===== config.mk =====
export PLATFORM = sky130hd
export DESIGN_NAME = multiplicador_param
export DESIGN_NICKNAME = d
export VERILOG_FILES = /design/src/rtl/multiplicador_pkg.sv /design/src/rtl/multiplicador_datapath_param.sv /design/src/rtl/multiplicador_param.sv
export SDC_FILE = /design/constraint.sdc
export NUM_CORES = 1
export LEC_CHECK = 0
export BUFFER_PORTS_ARGS = -buffer_cell sky130_fd_sc_hd__buf_2
export CAP_MARGIN = 30
export CORE_MARGIN = 2
export CORE_UTILIZATION = 64
export DETAILED_ROUTE_END_ITERATION = 16
export PLACE_DENSITY_LB_ADDON = 0.12
export REMOVE_ABC_BUFFERS = 1
export SLEW_MARGIN = 0
export SYNTH_ARGS = -nofsm -noshare
export SYNTH_HDL_FRONTEND = slang
export SYNTH_SLANG_ARGS = --single-unit

===== constraint.sdc =====
create_clock -name clk -period 6 [get_ports clk]
set_input_delay 1.2 -clock clk [delete_from_list [all_inputs] [get_ports clk]]
set_output_delay 1.2 -clock clk [all_outputs]
set_load 0.1 [all_outputs]

===== src/rtl/multiplicador_pkg.sv =====
// Shared types for the parametrised shift-and-add multiplier.
// Holds the control-state encoding and the iteration-counter sizing helper.
package multiplicador_pkg;

    typedef enum logic [1:0] {
        ST_IDLE   = 2'd0,
        ST_RUN    = 2'd1,
        ST_FINISH = 2'd2
    } state_t;

    // Wide enough to hold any iteration count from 0 up to WIDTH.
    function automatic int count_width(input int width);
        return $clog2(width + 1);
    endfunction

endpackage


===== src/rtl/multiplicador_datapath_param.sv =====
// Accumulator, shifted multiplicand and shifted multiplier registers.
// rq_zero_o looks one shift ahead so the controller can stop on the same edge.
module multiplicador_datapath_param #(
    parameter int WIDTH = 8
) (
    input  logic                 clk,
    input  logic                 rst,
    input  logic                 load_i,
    input  logic                 step_i,
    input  logic [WIDTH-1:0]     p_mag_i,
    input  logic [WIDTH-1:0]     q_mag_i,
    output logic [2*WIDTH-1:0]   acc_o,
    output logic                 rq_zero_o
);

    logic [2*WIDTH-1:0] a_q,  a_d;
    logic [2*WIDTH-1:0] rp_q, rp_d;
    logic [WIDTH-1:0]   rq_q, rq_d;

    always_comb begin
        a_d  = a_q;
        rp_d = rp_q;
        rq_d = rq_q;
        if (load_i) begin
            a_d  = '0;
            rp_d = {{WIDTH{1'b0}}, p_mag_i};
            rq_d = q_mag_i;
        end else if (step_i) begin
            a_d  = a_q + (rp_q & {2*WIDTH{rq_q[0]}});
            rp_d = {rp_q[2*WIDTH-2:0], 1'b0};
            rq_d = {1'b0, rq_q[WIDTH-1:1]};
        end
    end

    always_ff @(posedge clk or posedge rst) begin
        if (rst) begin
            a_q  <= '0;
            rp_q <= '0;
            rq_q <= '0;
        end else begin
            a_q  <= a_d;
            rp_q <= rp_d;
            rq_q <= rq_d;
        end
    end

    assign acc_o     = a_q;
    assign rq_zero_o = (rq_q[WIDTH-1:1] == '0);

endmodule


===== src/rtl/multiplicador_param.sv =====
// Sequential signed/unsigned multiplier with start/done handshake.
// Operands are reduced to magnitudes on load; the sign is reapplied once at FINISH.
module multiplicador_param
    import multiplicador_pkg::*;
#(
    parameter int WIDTH      = 8,
    parameter int EARLY_EXIT = 1
) (
    input  logic                 clk,
    input  logic                 rst,
    input  logic                 start,
    input  logic                 signed_mode,
    input  logic [WIDTH-1:0]     p,
    input  logic [WIDTH-1:0]     q,
    output logic                 busy,
    output logic                 done,
    output logic [2*WIDTH-1:0]   m
);

    localparam int CW = count_width(WIDTH);

    state_t               state_q, state_d;
    logic [CW-1:0]        count_q, count_d;
    logic                 sign_q,  sign_d;
    logic [2*WIDTH-1:0]   m_q,     m_d;
    logic                 done_q,  done_d;
    logic                 load, step, rq_zero;
    logic [WIDTH-1:0]     p_mag, q_mag;
    logic [2*WIDTH-1:0]   acc;

    // Most-negative operand maps to 2^(WIDTH-1), which still fits unsigned.
    assign p_mag = (signed_mode && p[WIDTH-1]) ? -p : p;
    assign q_mag = (signed_mode && q[WIDTH-1]) ? -q : q;

    multiplicador_datapath_param #(.WIDTH(WIDTH)) u_dp (
        .clk       (clk),
        .rst       (rst),
        .load_i    (load),
        .step_i    (step),
        .p_mag_i   (p_mag),
        .q_mag_i   (q_mag),
        .acc_o     (acc),
        .rq_zero_o (rq_zero)
    );

    always_comb begin
        state_d = state_q;
        count_d = count_q;
        sign_d  = sign_q;
        m_d     = m_q;
        done_d  = 1'b0;
        load    = 1'b0;
        step    = 1'b0;
        case (state_q)
            ST_IDLE: begin
                if (start) begin
                    load    = 1'b1;
                    count_d = '0;
                    sign_d  = signed_mode & (p[WIDTH-1] ^ q[WIDTH-1]);
                    state_d = ST_RUN;
                end
            end
            ST_RUN: begin
                step    = 1'b1;
                count_d = count_q + CW'(1);
                if ((count_q == CW'(WIDTH - 1)) || ((EARLY_EXIT != 0) && rq_zero))
                    state_d = ST_FINISH;
            end
            ST_FINISH: begin
                m_d     = sign_q ? -acc : acc;
                done_d  = 1'b1;
                state_d = ST_IDLE;
            end
            default: state_d = ST_IDLE;
        endcase
    end

    always_ff @(posedge clk or posedge rst) begin
        if (rst) begin
            state_q <= ST_IDLE;
            count_q <= '0;
            sign_q  <= 1'b0;
            m_q     <= '0;
            done_q  <= 1'b0;
        end else begin
            state_q <= state_d;
            count_q <= count_d;
            sign_q  <= sign_d;
            m_q     <= m_d;
            done_q  <= done_d;
        end
    end

    assign busy = (state_q != ST_IDLE);
    assign done = done_q;
    assign m    = m_q;

endmodule


======== Word level (Yosys, flattened, before mapping) ========
Index checks and enable logic that the tools add are counted.
Widths: inputs -> output; s select.
word-level totals
  register bits ........................... 64
  bits in latches ......................... 0
  bits in writable memories ............... 0
  ROM bits ................................ 0
  input port bits ......................... 20
  logic and storage cells ................. 50
  memories kept ........................... 0
cells by class
  add/subtract/negate cells ............... 5
  multipliers ............................. 0
  div/mod/pow operators ................... 0
  magnitude comparators ................... 0
  eq/ne operators ......................... 5
  shift operators ......................... 0
  multiplexer cells ....................... 18
  bitwise logic cells ..................... 3
  reductions and logical operators ........ 11
operator list
  operator             count
  $mux 16              5
  $mux 8               4
  $add 16x16->16       1
  $and 16x16->16       1
  $neg 16->16          1
  $neg 8->8            2
  $pmux 4 s2           1
  $logic_not 7->1      1
  $reduce_and 2->1     3
  $reduce_bool 2->1    3
  $add 4x1->4 const B  1
  $eq 4x3->1 const B   1
  $mux 1               4
  $mux 2               2
  $mux 4               1
  $ne 2x2->1 const B   2
  $pmux 2 s2           1
  $eq 2x1->1 const B   1
  $eq 2x2->1 const B   1
  $logic_and 1x1->1    2
  $logic_not 2->1      1
  $and 1x1->1          1
  $logic_or 1x1->1     1
  $xor 1x1->1          1

======== Longest topological paths before layout ========
  depth after elaboration ................. 4
  mapped depth ............................ 11

======== By module ========
From an unflattened synthesis, not the netlist that was laid out.
second synthesis, totals
  cell total of the unflattened synthesis .. 452
  area, all modules ....................... 4,130.2 µm²
by module, submodules not included
  module                        instances  cells each  area an instance (µm²)
  multiplicador_datapath_param  1          272         2,552.4
  multiplicador_param           1          180         1,577.8

======== Least setup slack after synthesis ========
No wires, ideal clock.
  path kind ............................... register to register
  start point ............................. register u_dp.rq_q[0]
  end point ............................... register u_dp.a_q[12], in the netlist u_dp.acc_o[12]
  arrival ................................. 2,382 ps
  data required time ...................... 5,905 ps
  slack ................................... 3,522 ps
  cell stages (with the launch flop) ...... 12
  buffers on the path ..................... 1
  clock period less this slack ............ 2,478 ps
  cells stage by stage .................... dfrtp_1 -> clkbuf_1 -> and2_1 -> ha_1 -> inv_1 -> fa_1 -> nor2b_1 -> o2111ai_1 -> a21oi_1 -> o311ai_0 -> and3_1 -> o31ai_1
between the ends
  longest elaborated chain between the ends .. 4
ends and longest elaborated chain
  what                    line                                RTL
  start, declared         multiplicador_datapath_param.sv:18  logic [WIDTH-1:0] rq_q, rq_d;
  start signal, assigned  multiplicador_datapath_param.sv:43  rq_q <= rq_d;
  $and 16x16->16          multiplicador_datapath_param.sv:29  a_d = a_q + (rp_q & {2*WIDTH{rq_q[0]}});
  $add 16x16->16          multiplicador_datapath_param.sv:29
  $mux 16                 multiplicador_datapath_param.sv:28  end else if (step_i) begin
  $mux 16                 multiplicador_datapath_param.sv:24  if (load_i) begin
  end signal, assigned    multiplicador_datapath_param.sv:37  a_q <= '0;
  end signal, assigned    multiplicador_datapath_param.sv:41  a_q <= a_d;
  end, declared           multiplicador_datapath_param.sv:16  logic [2*WIDTH-1:0] a_q, a_d;
Every way passes these cells. The select of a mux whose other input is x is not followed.
A chain may end at the register's enable or synchronous reset.

======== Worst setup path in the final report ========
Same ends and word-level chain as after synthesis.

==> report_table.html <==
<table>
<tr><th>Metric</th><th>Value</th></tr>
<tr><th colspan="2">Run status</th></tr>
<tr><td>Outcome</td><td>finished, final reports clean</td></tr>
<tr><th colspan="2">Place</th></tr>
<tr><td>Detailed placer's ending HPWL</td><td>approximately 5800 µm</td></tr>
<tr><td>Number of buffer cells added on primary ports</td><td>37</td></tr>
<tr><td>Setup WS pre-CTS</td><td>about 3.2 ns</td></tr>
<tr><td>Post-placement cell count</td><td>between 500 and 600</td></tr>
<tr><td>Routability-driven placement congestion ratio</td><td>0.941</td></tr>
<tr><th colspan="2">Clock tree</th></tr>
<tr><td>Number of CTS-inserted buffers</td><td>9</td></tr>
<tr><td>Clock tree from TritonCTS</td><td>built</td></tr>
<tr><td>Register clock-pin slew on the reported worst setup and hold paths</td><td>roughly 0.070 ns</td></tr>
<tr><td>Post-CTS Hold Fix Bufs</td><td>0</td></tr>
<tr><td>Deepest level of the CTS H-tree</td><td>3</td></tr>
<tr><td>Clock latency at the later pin of the worst-skew pair</td><td>about 0.34 ns</td></tr>
<tr><td>CTS resizes</td><td>0</td></tr>
<tr><td>Longest Clk Path Bufs</td><td>2</td></tr>
<tr><td>Buffer type at the clock tree root</td><td>clkbuf_8</td></tr>
<tr><td>TritonCTS sink count</td><td>64</td></tr>
<tr><td>Setup bufs post-CTS</td><td>0</td></tr>
<tr><th colspan="2">Power and ir drop</th></tr>
<tr><td>Share of total power in sequential cells</td><td>between 30% and 40%</td></tr>
<tr><td>Static leakage</td><td>about 2.1 nW</td></tr>
<tr><td>Combinational power share</td><td>roughly 56%</td></tr>
<tr><td>Internal power</td><td>~0.0014 W</td></tr>
<tr><td>Net switching share of the total power</td><td>50.8%</td></tr>
<tr><td>Proportion of power drawn by the clock network</td><td>between 10 and 15%</td></tr>
<tr><td>Total net switching power</td><td>0.00140 W</td></tr>
<tr><td>Total power of the final layout</td><td>around 0.0028 W</td></tr>
<tr><td>Cell area power density</td><td>between 600 and 700 mW/mm²</td></tr>
<tr><td>Peak supply drop</td><td>0.000446 V</td></tr>
<tr><th colspan="2">Yosys</th></tr>
<tr><td>EDFF count, synth</td><td>0</td></tr>
<tr><td>Sequential-to-total area share from yosys stat</td><td>40.8%</td></tr>
<tr><td>Avg Cell Area, Syn</td><td>around 8.3 µm²</td></tr>
<tr><td>Number of standard cells after synthesis</td><td>between 400 and 500</td></tr>
<tr><td>Top cells by area in the synthesized netlist</td><td>dfrtp_1, nand2_1, o21ai_0</td></tr>
<tr><td>Library cell with the largest summed area after synthesis</td><td>dfrtp_1</td></tr>
<tr><td>Number of warnings printed during yosys synthesis</td><td>0</td></tr>
<tr><td>Top post-synthesis cells by count</td><td>nand2_1, dfrtp_1, o21ai_0</td></tr>
<tr><td>Count of state elements after synthesis</td><td>64</td></tr>
<tr><td>Yosys cell types</td><td>between 40 and 50</td></tr>
<tr><td>Adder-cell area share of the yosys netlist</td><td>roughly 6.6%</td></tr>
<tr><td>Share of flip-flops with an asynchronous set or reset</td><td>100%</td></tr>
<tr><td>Compound-gate portion of the synthesized area</td><td>18.8%</td></tr>
<tr><td>Simple-Gate Fraction of Synth Area</td><td>a little over a fifth</td></tr>
<tr><td>Combined area of all synthesized cells</td><td>slightly below 0.004 mm²</td></tr>
<tr><td>Post-synth top flop</td><td>dfrtp_1</td></tr>
<tr><td>Library cell with the highest instance count after synthesis</td><td>nand2_1</td></tr>
<tr><td>Portion of synthesized cell area occupied by the leading cell type</td><td>around two fifths</td></tr>
<tr><td>Share of synthesized area spent on multiplexers</td><td>under 10%</td></tr>
<tr><td>Share of the synthesized netlist area taken by xor and xnor gates</td><td>under 10%</td></tr>
<tr><td>Main combinational cell family by area after synthesis</td><td>simple AND/OR/NAND/NOR gates</td></tr>
<tr><th colspan="2">Die</th></tr>
<tr><td>Initial Utilization</td><td>between 60% and 70%</td></tr>
<tr><td>DIE WIDTH</td><td>roughly 82 µm</td></tr>
<tr><td>Core Area</td><td>a little under 0.006 mm²</td></tr>
<tr><td>I/O pin count</td><td>38</td></tr>
<tr><td>Floorplan die area</td><td>0.00678 mm²</td></tr>
<tr><td>Row count</td><td>28</td></tr>
<tr><td>Floorplan die height</td><td>82.4 µm</td></tr>
<tr><th colspan="2">Global route</th></tr>
<tr><td>Initial antenna violation count</td><td>0</td></tr>
<tr><td>Overall track demand over capacity in global routing</td><td>a little over a quarter</td></tr>
<tr><td>Pin count of the biggest net entering global routing</td><td>between 60 and 70</td></tr>
<tr><td>Total grt overflow</td><td>0</td></tr>
<tr><td>Global-route wire length before repair</td><td>about 14000 µm</td></tr>
<tr><td>Vias in the first global route</td><td>3117</td></tr>
<tr><th colspan="2">Final layout</th></tr>
<tr><td>Post-route insts no fill</td><td>582</td></tr>
<tr><td>Area Overhead vs Synth</td><td>11.3%</td></tr>
<tr><td>Footprint of the multi-input gates</td><td>between 0.002 and 0.0025 mm²</td></tr>
<tr><td>Layout filler cell count</td><td>~470</td></tr>
<tr><td>Post-layout net count</td><td>around 540</td></tr>
<tr><td>Sequential Area</td><td>around 0.0016 mm²</td></tr>
<tr><td>Number of diodes</td><td>0</td></tr>
<tr><td>Proportion of layout cells with a drive suffix above 1</td><td>12.2%</td></tr>
<tr><th colspan="2">Worst setup path</th></tr>
<tr><td>Arrival time of data at the critical path endpoint</td><td>roughly 3.0 ns</td></tr>
<tr><td>End point of the critical path</td><td>u_dp.acc_o[12]$_DFFE_PP0P_</td></tr>
<tr><td>Crit-path max FO</td><td>17</td></tr>
<tr><td>Critical path launch point type</td><td>register</td></tr>
<tr><td>Required time at the worst-slack endpoint</td><td>roughly 6.2 ns</td></tr>
<tr><td>Critical Path End Type</td><td>register</td></tr>
<tr><td>Start of the worst register-to-register path</td><td>u_dp.rq_q[0]$_DFFE_PP0P_</td></tr>
<tr><td>First element of the critical path</td><td>u_dp.rq_q[0]$_DFFE_PP0P_</td></tr>
<tr><td>Worst reg2reg path endpoint</td><td>u_dp.acc_o[12]$_DFFE_PP0P_</td></tr>
<tr><td>Setup slack of the most critical reg-to-reg path</td><td>between 3 and 4 ns</td></tr>
<tr><td>Depth of the worst register-to-register path</td><td>10</td></tr>
<tr><td>Critical path class</td><td>register to register</td></tr>
<tr><th colspan="2">Detailed routing</th></tr>
<tr><td>WL/cell</td><td>roughly 14 µm</td></tr>
<tr><td>DRC errors left</td><td>0</td></tr>
<tr><td>Avg Vias per Cell</td><td>~5.7</td></tr>
<tr><td>Initial DRC Count</td><td>240</td></tr>
<tr><td>Drt total wl</td><td>8020 µm</td></tr>
<tr><td>Via count</td><td>around 3300</td></tr>
<tr><td>Drt first pass iters</td><td>4</td></tr>
<tr><td>Remaining antenna violation count</td><td>0</td></tr>
<tr><th colspan="2">STA</th></tr>
<tr><td>Final clock skew</td><td>around 0.013 ns</td></tr>
<tr><td>Worst hold margin</td><td>around 0.47 ns</td></tr>
<tr><td>Worst setup margin</td><td>3.28 ns</td></tr>
<tr><td>Final setup violation count</td><td>0</td></tr>
<tr><td>Hold Fails Final Rpt</td><td>0</td></tr>
<tr><td>Relative slew margins</td><td>32.2%</td></tr>
<tr><td>Setup TNS</td><td>0 ns</td></tr>
<tr><td>Worst-Margin Slew</td><td>1.02 ns</td></tr>
<tr><td>Final slew viol count</td><td>0</td></tr>
<tr><td>Final period util</td><td>45.4%</td></tr>
<tr><td>Final critical-path required period</td><td>approximately 2.7 ns</td></tr>
<tr><td>Unrepaired setup endpoints after global routing</td><td>false</td></tr>
<tr><td>Maximum clock rate</td><td>approximately 370 MHz</td></tr>
<tr><th colspan="2">Run</th></tr>
<tr><td>Number of violations of the max-capacitance limit</td><td>0</td></tr>
<tr><th colspan="2">Hold path</th></tr>
<tr><td>Worst min-delay path category</td><td>register to register</td></tr>
</table>
state kept, by name (all words and copies together) (netlist names):
register and count:
count_q 4, done 1, m 16, sign_q 1, state_q 2, u_dp.acc_o 16
u_dp.rp_q 16, u_dp.rq_q 8
cells by family after synthesis:
group | after synthesis
adders and majority gates | 20
and+or+nand+nor | 185
DFF | 64
AOI/OAI and AO/OA | 124
xor gates and xnor gates | 33
buffers and inverters | 40
muxes | 5
stage by stage:
| stage | utilization (%) | instance area, µm² |
|---|---|---|
| after detailed placement | 70.2 | 4160 |
| after floorplan | - | 3850 |
| after global placement | 70.2 | 4160 |
| final | 73.9 | 4370 |
| after global routing | 73.9 | 4370 |
| after CTS | 73.9 | 4370 |
layer usage:
layer  global-route usage [%]  routed length [µm]
met1                     32.3                3520
met2                     45.4                3990
met3                     4.57                 369
met4                     10.0                 131
met5                        0                   0
layout by cell type (no fill, tap or decap), drive strengths merged, types with 15 or more instances in the layout:
cell type,count
nand2,92
o21ai,57
buf,40
dfrtp,64
nand3,17
xor2,21
and2,15
nor2,31
ha,19
inv,20
a21oi,23
cell type report:
| type | count | share of cell area, % |
|---|---|---|
| clock inverter | 4 | 1.17 |
| inverter | 20 | 1.72 |
| timing repair buffer | 40 | 4.75 |
| sequential | 64 | 36.6 |
| multi-input combinational | 367 | 49.8 |
| clock buffer | 12 | 3.78 |
| tap | 75 | 2.15 |
worst max-delay path: stages (launching register included):
cell	delay [ns]
dfrtp_1	0.57
and2_1	0.20
ha_1	0.17
inv_1	0.06
fa_1	0.39
nor2b_1	0.19
o2111ai_1	0.15
a21oi_1	0.29
o311ai_0	0.19
and3_1	0.22
o31ai_1	0.20
how the worst min path moves through the flow:
stage                                       from                endpoint  slack [ns]  depth (start not counted)
after global placement         m[10]$_DFFE_PP0P_       m[10]$_DFFE_PP0P_        0.46                          2
after detailed placement       m[11]$_DFFE_PP0P_       m[11]$_DFFE_PP0P_        0.47                          2
after CTS                       m[9]$_DFFE_PP0P_        m[9]$_DFFE_PP0P_        0.48                          2
final                          m[11]$_DFFE_PP0P_       m[11]$_DFFE_PP0P_        0.47                          2
after global routing            m[6]$_DFFE_PP0P_        m[6]$_DFFE_PP0P_        0.50                          2
after floorplan           count_q[3]$_DFFE_PP0P_  count_q[3]$_DFFE_PP0P_        0.46                          1
power groups by stage:
stage	sequential, W	combinational (W)	clock [W]
floorplan	0.00112	0.000919	0
global placement	0.000828	0.00148	0
detailed placement	0.000844	0.00153	0
CTS	0.000835	0.00153	0.000395
global route	0.000870	0.00169	0.000418
finish	0.000834	0.00153	0.000391
No activity file was read; power rests on OpenSTA's default activity.
